File: config.mk
export PLATFORM = sky130hd
export DESIGN_NAME = fetch_unit_flat
export DESIGN_NICKNAME = d
export VERILOG_FILES = /design/src/rtl/cpu_pkg.sv /design/src/rtl/fetch_unit_if.sv /design/src/rtl/fetch_unit_next_pc_calc.sv /design/src/rtl/fetch_unit.sv /design/src/flat_wrapper.sv
export SDC_FILE = /design/constraint.sdc
export NUM_CORES = 1
export LEC_CHECK = 0
export CAP_MARGIN = 20
export CORE_ASPECT_RATIO = 0.8
export CORE_MARGIN = 4
export CORE_UTILIZATION = 44
export DETAILED_ROUTE_END_ITERATION = 10
export PLACE_DENSITY = 0.76
export SLEW_MARGIN = 0
export SYNTH_ARGS = -nofsm -noshare
export SYNTH_HDL_FRONTEND = slang
export SYNTH_HIERARCHICAL = 1
export SYNTH_SLANG_ARGS = --single-unit
File: constraint.sdc
create_clock -name clk -period 2.3 [get_ports clk]
set_clock_uncertainty 0.1 [all_clocks]
set_input_delay 0.46 -clock clk [delete_from_list [all_inputs] [get_ports clk]]
set_output_delay 0.46 -clock clk [all_outputs]
set_load 0.05 [all_outputs]
File: src/rtl/cpu_pkg.sv
// Shared CPU definitions: instruction field layout, opcodes and fetch-stage states.
// Used by the fetch stage and the decoder.
package cpu_pkg;

   localparam logic [1:0] OP_ADD = 2'b00;
   localparam logic [1:0] OP_LW  = 2'b01;
   localparam logic [1:0] OP_SW  = 2'b10;
   localparam logic [1:0] OP_J   = 2'b11;

   localparam int OPC_HI = 7;
   localparam int OPC_LO = 6;
   localparam int RS_HI  = 5;
   localparam int RS_LO  = 4;
   localparam int RT_HI  = 3;
   localparam int RT_LO  = 2;
   localparam int IMM_HI = 1;
   localparam int IMM_LO = 0;
   localparam int OFF_HI = 5;
   localparam int OFF_LO = 0;

   typedef enum logic [1:0] {
      IDLE  = 2'd0,
      FETCH = 2'd1,
      HALT  = 2'd2
   } fetch_state_e;

   function automatic logic [7:0] sext_off(input logic [5:0] off);
      return {{2{off[5]}}, off};
   endfunction

endpackage

File: src/rtl/fetch_unit_if.sv
// Fetch-stage bus: instruction-memory read port, decode valid/ready output and redirect input.
// master = fetch stage side, slave = memory/decode side.
interface fetch_unit_if;
   logic [7:0] fetch_addr;
   logic [7:0] fetch_instr;
   logic       out_valid;
   logic       out_ready;
   logic [7:0] out_instr;
   logic [7:0] out_pc;
   logic       redirect_valid;
   logic [7:0] redirect_pc;

   modport master (
      output fetch_addr, out_valid, out_instr, out_pc,
      input  fetch_instr, out_ready, redirect_valid, redirect_pc
   );

   modport slave (
      input  fetch_addr, out_valid, out_instr, out_pc,
      output fetch_instr, out_ready, redirect_valid, redirect_pc
   );
endinterface

File: src/rtl/fetch_unit_next_pc_calc.sv
// Combinational next-PC logic: pc+1, jump target pc+1+sext(off), self-jump detect.
// Zero latency; no flow control.
module next_pc_calc
   import cpu_pkg::*;
(
   input  logic [7:0] pc_i,
   input  logic [7:0] instr_i,
   output logic [7:0] pc_inc_o,
   output logic [7:0] jump_tgt_o,
   output logic       is_jump_o,
   output logic       self_jump_o
);

   logic [5:0] off;

   assign off         = instr_i[OFF_HI:OFF_LO];
   assign pc_inc_o    = pc_i + 8'd1;
   assign jump_tgt_o  = pc_inc_o + sext_off(off);
   assign is_jump_o   = (instr_i[OPC_HI:OPC_LO] == OP_J);
   // An offset of -1 lands back on the jump itself.
   assign self_jump_o = is_jump_o && (off == 6'h3F);

endmodule

File: src/rtl/fetch_unit.sv
// PC + instruction fetch with jump folding; one word per cycle into a valid/ready output register.
// Output register stalls the PC when full and not drained; folded jumps advance regardless.
module fetch_unit
   import cpu_pkg::*;
#(
   parameter logic [7:0] RESET_PC  = 8'd0,
   parameter int         MEM_DEPTH = 32
) (
   input  logic          clk,
   input  logic          reset,
   input  logic          start,
   fetch_unit_if.master  bus,
   output logic          halted,
   output logic          fault
);

   fetch_state_e state_q, state_d;
   logic [7:0]   pc_q, pc_d;
   logic         out_valid_q, out_valid_d;
   logic [7:0]   out_instr_q, out_instr_d;
   logic [7:0]   out_pc_q, out_pc_d;
   logic         fault_q, fault_d;

   logic [7:0]   pc_inc;
   logic [7:0]   jump_tgt;
   logic         is_jump;
   logic         self_jump;
   logic         out_of_range;

   next_pc_calc u_next_pc (
      .pc_i        (pc_q),
      .instr_i     (bus.fetch_instr),
      .pc_inc_o    (pc_inc),
      .jump_tgt_o  (jump_tgt),
      .is_jump_o   (is_jump),
      .self_jump_o (self_jump)
   );

   assign out_of_range = (int'({24'd0, pc_q}) >= MEM_DEPTH);

   always_ff @(posedge clk or posedge reset) begin
      if (reset) begin
         state_q     <= IDLE;
         pc_q        <= RESET_PC;
         out_valid_q <= 1'b0;
         out_instr_q <= 8'h00;
         out_pc_q    <= 8'h00;
         fault_q     <= 1'b0;
      end else begin
         state_q     <= state_d;
         pc_q        <= pc_d;
         out_valid_q <= out_valid_d;
         out_instr_q <= out_instr_d;
         out_pc_q    <= out_pc_d;
         fault_q     <= fault_d;
      end
   end

   always_comb begin
      state_d     = state_q;
      pc_d        = pc_q;
      out_valid_d = out_valid_q;
      out_instr_d = out_instr_q;
      out_pc_d    = out_pc_q;
      fault_d     = fault_q;

      // Drain happens in every state; a capture below overrides it.
      if (out_valid_q && bus.out_ready) begin
         out_valid_d = 1'b0;
      end

      case (state_q)
         IDLE: begin
            if (start) begin
               state_d = FETCH;
            end
         end
         FETCH: begin
            if (bus.redirect_valid) begin
               pc_d        = bus.redirect_pc;
               out_valid_d = 1'b0;
            end else if (out_of_range) begin
               state_d = HALT;
               fault_d = 1'b1;
            end else if (is_jump) begin
               if (self_jump) begin
                  state_d = HALT;
               end else begin
                  pc_d = jump_tgt;
               end
            end else if (!out_valid_q || bus.out_ready) begin
               out_valid_d = 1'b1;
               out_instr_d = bus.fetch_instr;
               out_pc_d    = pc_q;
               pc_d        = pc_inc;
            end
         end
         HALT: begin
            state_d = HALT;
         end
         default: begin
            state_d = IDLE;
         end
      endcase
   end

   assign bus.fetch_addr = pc_q;
   assign bus.out_valid  = out_valid_q;
   assign bus.out_instr  = out_instr_q;
   assign bus.out_pc     = out_pc_q;
   assign halted         = (state_q == HALT);
   assign fault          = fault_q;

endmodule
File: src/flat_wrapper.sv
// flat-port wrapper written by rule: the top's interface ports become plain ports
module fetch_unit_flat import cpu_pkg::*;
#(
   parameter logic [7:0] RESET_PC  = 8'd0,
   parameter int         MEM_DEPTH = 32
)
  (clk, reset, start, halted, fault, bus_fetch_addr, bus_out_valid, bus_out_instr, bus_out_pc, bus_fetch_instr, bus_out_ready, bus_redirect_valid, bus_redirect_pc);
  fetch_unit_if bus_i ();
  input  logic clk;
  input  logic reset;
  input  logic start;
  output logic halted;
  output logic fault;
  output wire logic [$bits(bus_i.fetch_addr)-1:0] bus_fetch_addr;
  output wire logic [$bits(bus_i.out_valid)-1:0] bus_out_valid;
  output wire logic [$bits(bus_i.out_instr)-1:0] bus_out_instr;
  output wire logic [$bits(bus_i.out_pc)-1:0] bus_out_pc;
  input wire logic [$bits(bus_i.fetch_instr)-1:0] bus_fetch_instr;
  input wire logic [$bits(bus_i.out_ready)-1:0] bus_out_ready;
  input wire logic [$bits(bus_i.redirect_valid)-1:0] bus_redirect_valid;
  input wire logic [$bits(bus_i.redirect_pc)-1:0] bus_redirect_pc;
  assign bus_fetch_addr = bus_i.fetch_addr;
  assign bus_out_valid = bus_i.out_valid;
  assign bus_out_instr = bus_i.out_instr;
  assign bus_out_pc = bus_i.out_pc;
  assign bus_i.fetch_instr = bus_fetch_instr;
  assign bus_i.out_ready = bus_out_ready;
  assign bus_i.redirect_valid = bus_redirect_valid;
  assign bus_i.redirect_pc = bus_redirect_pc;
  fetch_unit #(.RESET_PC(RESET_PC), .MEM_DEPTH(MEM_DEPTH)) u_core (.clk(clk), .reset(reset), .start(start), .bus(bus_i), .halted(halted), .fault(fault));
endmodule
* Word level (Yosys, flattened, before mapping)
Index checks and enable logic that the tools add are counted.
** Operators by class
- Multiplexer cells :: 17
- Equality and inequality tests :: 10
- Bitwise logic cells :: 3
- Add/subtract/negate cells :: 2
- Order comparisons :: 1
- Reductions and logical operators :: 10
** Operators by type and width (count)
- $mux W8 :: 5
- $mux W2 :: 5
- $add A8 B1 Y8 const B :: 1
- $add A8 B8 Y8 :: 1
- $ge A8 B6 Y1 const B :: 1
- $reduce_and A4 Y1 :: 2
- $eq A6 B6 Y1 const B :: 1
- $mux W1 :: 6
- $ne A2 B2 Y1 const B :: 3
- $pmux W2 S3 :: 1
- $reduce_and A5 Y1 :: 1
- $eq A2 B2 Y1 const B :: 2
- $ne A3 B1 Y1 const B :: 1
- $ne A3 B2 Y1 const B :: 1
- $ne A3 B3 Y1 const B :: 1
- $not A1 Y1 :: 3
- $reduce_and A3 Y1 :: 1
- $reduce_bool A3 Y1 :: 1
- $eq A2 B1 Y1 const B :: 1
- $logic_and A1 B1 Y1 :: 2
- $logic_not A2 Y1 :: 1
- $logic_not A1 Y1 :: 1
- $logic_or A1 B1 Y1 :: 1
** Word-level totals
- Bits of input ports :: 21
- Output and inout bits :: 27
- Register bits :: 28

* Longest topological paths before layout
- Word-level depth :: 7
- Mapped depth :: 11
- Gate-level depth less buffers :: 11

* By module
The synthesis kept the hierarchy.
** By module, submodules not included
- fetch_unit :: cells an instance 107, instances 1, area an instance 1352.5 um2, seq. area each 700.7 um2
- next_pc_calc :: cells an instance 61, instances 1, area an instance 470.5 um2, seq. area each 0.0 um2

* Least setup slack after synthesis
No wires, ideal clock.
- Kind :: reg2reg
- From :: register u_core.pc_q[0], in the netlist u_core/bus.fetch_addr[0]
- To :: register u_core.pc_q[6], in the netlist u_core/bus.fetch_addr[6]
- Period minus slack after synthesis :: 2741 ps
- Cell stages (with the launch flop) :: 12
- Setup slack :: -441 ps
- Data arrival time :: 2516 ps
- Data required time :: 2075 ps
- Setup time :: 125 ps
- Path buffers :: 0
- Path through :: dfrtp_1 -> ha_1 -> nand3_1 -> xnor2_1 -> ha_1 -> inv_1 -> and3_1 -> a211oi_1 -> o211ai_1 -> mux2i_1 -> o21ai_0 -> mux2_2
** On the way
- Word-level cells in the longest chain between the ends :: 6
- Elaborated cells on any way between the ends :: 10
** Ends and longest elaborated chain
- start, declared :: line fetch_unit.sv:18 : logic [7:0] pc_q, pc_d;
- start signal, assigned :: line fetch_unit.sv:51 : pc_q <= pc_d;
- $add A8 B1 Y8 :: line fetch_unit_next_pc_calc.sv:17 : assign pc_inc_o = pc_i + 8'd1;
- named net u_core.pc_inc[6] :: line fetch_unit.sv:24 : logic [7:0] pc_inc;
- $add A8 B8 Y8 :: line fetch_unit_next_pc_calc.sv:18 : assign jump_tgt_o = pc_inc_o + sext_off(off);
- named net u_core.jump_tgt[6] :: line fetch_unit.sv:25 : logic [7:0] jump_tgt;
- $mux W8 :: line fetch_unit.sv:86 : if (self_jump) begin
- $mux W8 :: line fetch_unit.sv:85 : end else if (is_jump) begin
- $mux W8 :: line fetch_unit.sv:82 : end else if (out_of_range) begin
- $mux W8 :: line fetch_unit.sv:79 : if (bus.redirect_valid) begin
The timed path passes the listed nets, and every way through them passes these cells. The select of a mux whose other input is x is not followed.
A chain may end at the register's enable or synchronous reset.

* Final worst setup path
- From :: input port bus_fetch_instr[1]
- To :: register u_core.pc_q[6], in the netlist u_core/bus.fetch_addr[6]
** On the way
- Word-level cells in the longest chain between the ends :: 5
- Elaborated cells on any way between the ends :: 9
** Ends and longest elaborated chain
- start, declared :: line flat_wrapper.sv:18 : input wire logic [$bits(bus_i.fetch_instr)-1:0] bus_fetch_instr;
- $add A8 B8 Y8 :: line fetch_unit_next_pc_calc.sv:18
- named net u_core.jump_tgt[6] :: line fetch_unit.sv:25
- $mux W8 :: line fetch_unit.sv:86
- $mux W8 :: line fetch_unit.sv:85
- $mux W8 :: line fetch_unit.sv:82
- $mux W8 :: line fetch_unit.sv:79
The timed path passes the listed nets, and every way through them passes these cells. The select of a mux whose other input is x is not followed.

==> run metrics <==
Final period util=1.119; CTS Buffer Depth=2; DR WL/cell=17.80 µm; Sink Count=28; Peak VDD IR=1223 µV; GRT overflow=0; Final Max Tran Viols=0; Final min period=2573 ps; pwr/cell area=1547 mW/mm²; Gate power share=0.727; Ports=48; predominant post-synthesis flop cell=dfrtp_1; Cell Int Power=2.542 mW; status=finished with violations; Site Rows=20; RSZ-0062 raised after global routing=yes; Syn. warnings=6; Pre-antenna DRT Iters=4; FF-to-FF End=u_core/bus.fetch_addr[6]; CP arrival=2650 ps; Area growth, synth to finish=66.64%; CTS buffer count=3; Die Ht=65.57 µm; final antenna-violating net count=0; Crit. End Element=register; core area=0.003904 mm²; failing checks=setup timing; Final setup viols=8; Reg2Reg Depth=10; number of remaining DRC errors=0; reg2reg setup slack=-260 ps; gr usage total=0.2058; library cells used by synthesis=40; Fmax=0.3886 GHz; initial antenna violation count=0; Net Sw Frac=0.4590; worst r2r src=u_core/bus.fetch_addr[0]; cells after synthesis=168; routed wire length=5.679 mm; Switching Power=2.157 mW; Fillers=253; CP required=2380 ps; critical path class=input pin to register; power consumption=4.699 mW; leakage power=1.346 nW; CTS tree=done; post-synthesis cell area=0.001823 mm²; HPWL after detailed placement=3.762 mm; Diodes inserted=0; final core occ=0.7782; max_cap viols=0; clock latency on the worst-skew pair=280 ps; Worst Setup EP=u_core/bus.fetch_addr[6]; final worst slack=-273.5 ps; CP Max Fanout=3; die area=0.005243 mm²; Setup crit start=bus_fetch_instr[1]; first-pass GRT wire length=8.549 mm; Slew HR=0.6354; vias per cell=5.348; register area share after synthesis=0.3844; crit path launch type=input pin; share of layout cells above drive strength 1=0.4394; initial DRC count=74; vias in the first global route=1,815; syn avg cell area=10.85 µm²; Flop pwr share=0.189; Yosys reg bits=28; power share of the clock group=0.084; syn nets=202; Total Nets Final=299; initial core utilization=0.4670; worst hold path type=input pin to async pin; PortBufs=47; H-tree Lvls=1; EDFF count, synth=0; largest net degree at the start of global routing=26; Vias=1,706; Reg clk slew, reported paths=100 ps; Final Hold Fails=0; Hold Buf Count CTS=0; Final Instance Count excl. Fillers=319; clock root buffer=clkbuf_8; placed insts=300; Worst Tran Pin Value=545.1 ps; Placer Congestion=0.8358; Die W=79.97 µm; ys async rst share=1.000
[stage by stage]
step           hold WS (ps)  setup TNS (ps)  instance area [µm²]  worst slack (ps)
5_1_grt               269.6           -2435                 3038            -405.1
3_3_place_gp          357.0           -2363                 2626            -443.2
3_5_place_dp          369.5           -3139                 2626            -492.6
2_1_floorplan         407.6          -752.5                 1852            -205.3
4_1_cts               254.4          -596.3                 2854            -169.0
6_report              255.1           -1023                 3038            -273.5
[cell families (layout without fill, tap and decap cells)]
logic type	after synthesis	count (layout)	synth area share
XOR/XNOR	11	11	0.06040
AND/OR/NAND/NOR	46	46	0.1510
AO/OA/AOI/OAI	25	25	0.09128
multiplexers	30	30	0.1798
buffers and inverters	15	111	0.03981
flip-flops	28	28	0.3844
adder cells (fa/ha/maj)	13	13	0.09334
[state kept, by name, indices dropped and copies added, names as in the netlist]
register	flops
u_core/bus.fetch_addr	8
u_core/bus.out_instr	8
u_core/bus.out_pc	8
u_core/state_q	2
u_core/bus.out_valid	1
u_core/fault	1
[layout make-up]
| cell class | instances | area [µm²] | share of cell area |
|---|---|---|---|
| Clock buffer | 3 | 41.29 | 0.01359 |
| Clock inverter | 1 | 30.03 | 0.009885 |
| Inverter | 10 | 40.04 | 0.01318 |
| Multi-Input combinational cell | 125 | 1267 | 0.4172 |
| Sequential cell | 28 | 709.4 | 0.2335 |
| Tap cell | 55 | 68.82 | 0.02265 |
| Timing Repair Buffer | 97 | 880.8 | 0.2900 |
[per-layer routing]
layer,track usage,vias up,routed length [µm]
li1,-,786,-
met1,0.2522,852,2340
met2,0.3729,54,2933
met3,0.04110,14,266
met4,0.04430,0,138
met5,0,-,0
[worst min path at each step]
stage | startpoint | to | slack (ps) | cells after the start
after floorplan | u_core/state_q[1] | u_core/state_q[1] | 410 | 1
after global placement | u_core/fault | u_core/fault | 360 | 1
after detailed placement | u_core/fault | u_core/fault | 370 | 1
after CTS | reset | u_core/bus.out_pc[5] | 250 | 2
after global routing | reset | u_core/bus.out_pc[7] | 270 | 2
final | reset | u_core/bus.out_pc[6] | 260 | 2
[what timing repair did]
| item | 4_1_cts | 5_1_grt |
|---|---|---|
| pin swaps | 18 | 16 |
| gates cloned | 0 | 1 |
| buffers inserted | 8 | 6 |
| setup endpoints to repair | 5 | 21 |
| resized for setup | 24 | 25 |
[placed cells by master (no fill, tap or decap), drive strengths merged, types with 2 or more instances in the layout]
| cell type | count |
|---|---|
| buf | 51 |
| clkdlybuf4s50 | 44 |
| dfrtp | 28 |
| mux2 | 22 |
| nand2 | 13 |
| ha | 12 |
| inv | 10 |
| o21ai | 9 |
| mux2i | 8 |
| nor2 | 7 |
| xnor2 | 6 |
| nand3 | 5 |
| clkbuf | 4 |
| xor2 | 4 |
| nor2b | 3 |
| and2b | 3 |
| o21a | 3 |
| a21oi | 3 |
| nor3 | 3 |
| and2 | 2 |
| o211ai | 2 |
| or3 | 2 |
| and3 | 2 |
| a211oi | 2 |
[power by group through the flow]
stage               registers, mW  clock network, mW  logic, mW
CTS                         0.884              0.400       3.06
global placement            0.864                  0       2.70
detailed placement          0.886                  0       2.78
global route                0.924              0.427       3.61
floorplan                    1.56                  0       1.10
finish                      0.888              0.393       3.42
[worst max-delay path: stages]
cell,delay [ps]
clkdlybuf4s50_1,510
inv_2,60
fa_2,400
nor2b_1,190
o21a_1,250
o21a_1,170
o211ai_1,110
mux2i_1,150
o21ai_1,90
mux2_4,260
[synthesized netlist by cell type, drive strengths merged (4+ instances only)]
master | instances | area [µm²]
inv | 10 | 37.54
dfrtp | 28 | 700.7
o21ai | 9 | 45.04
xor2 | 4 | 35.03
ha | 12 | 150.1
mux2 | 22 | 247.7
nand2 | 13 | 48.80
nor2 | 7 | 26.28
nand3 | 5 | 30.03
xnor2 | 6 | 52.55
mux2i | 8 | 80.08
No activity file was read; power rests on OpenSTA's default activity.
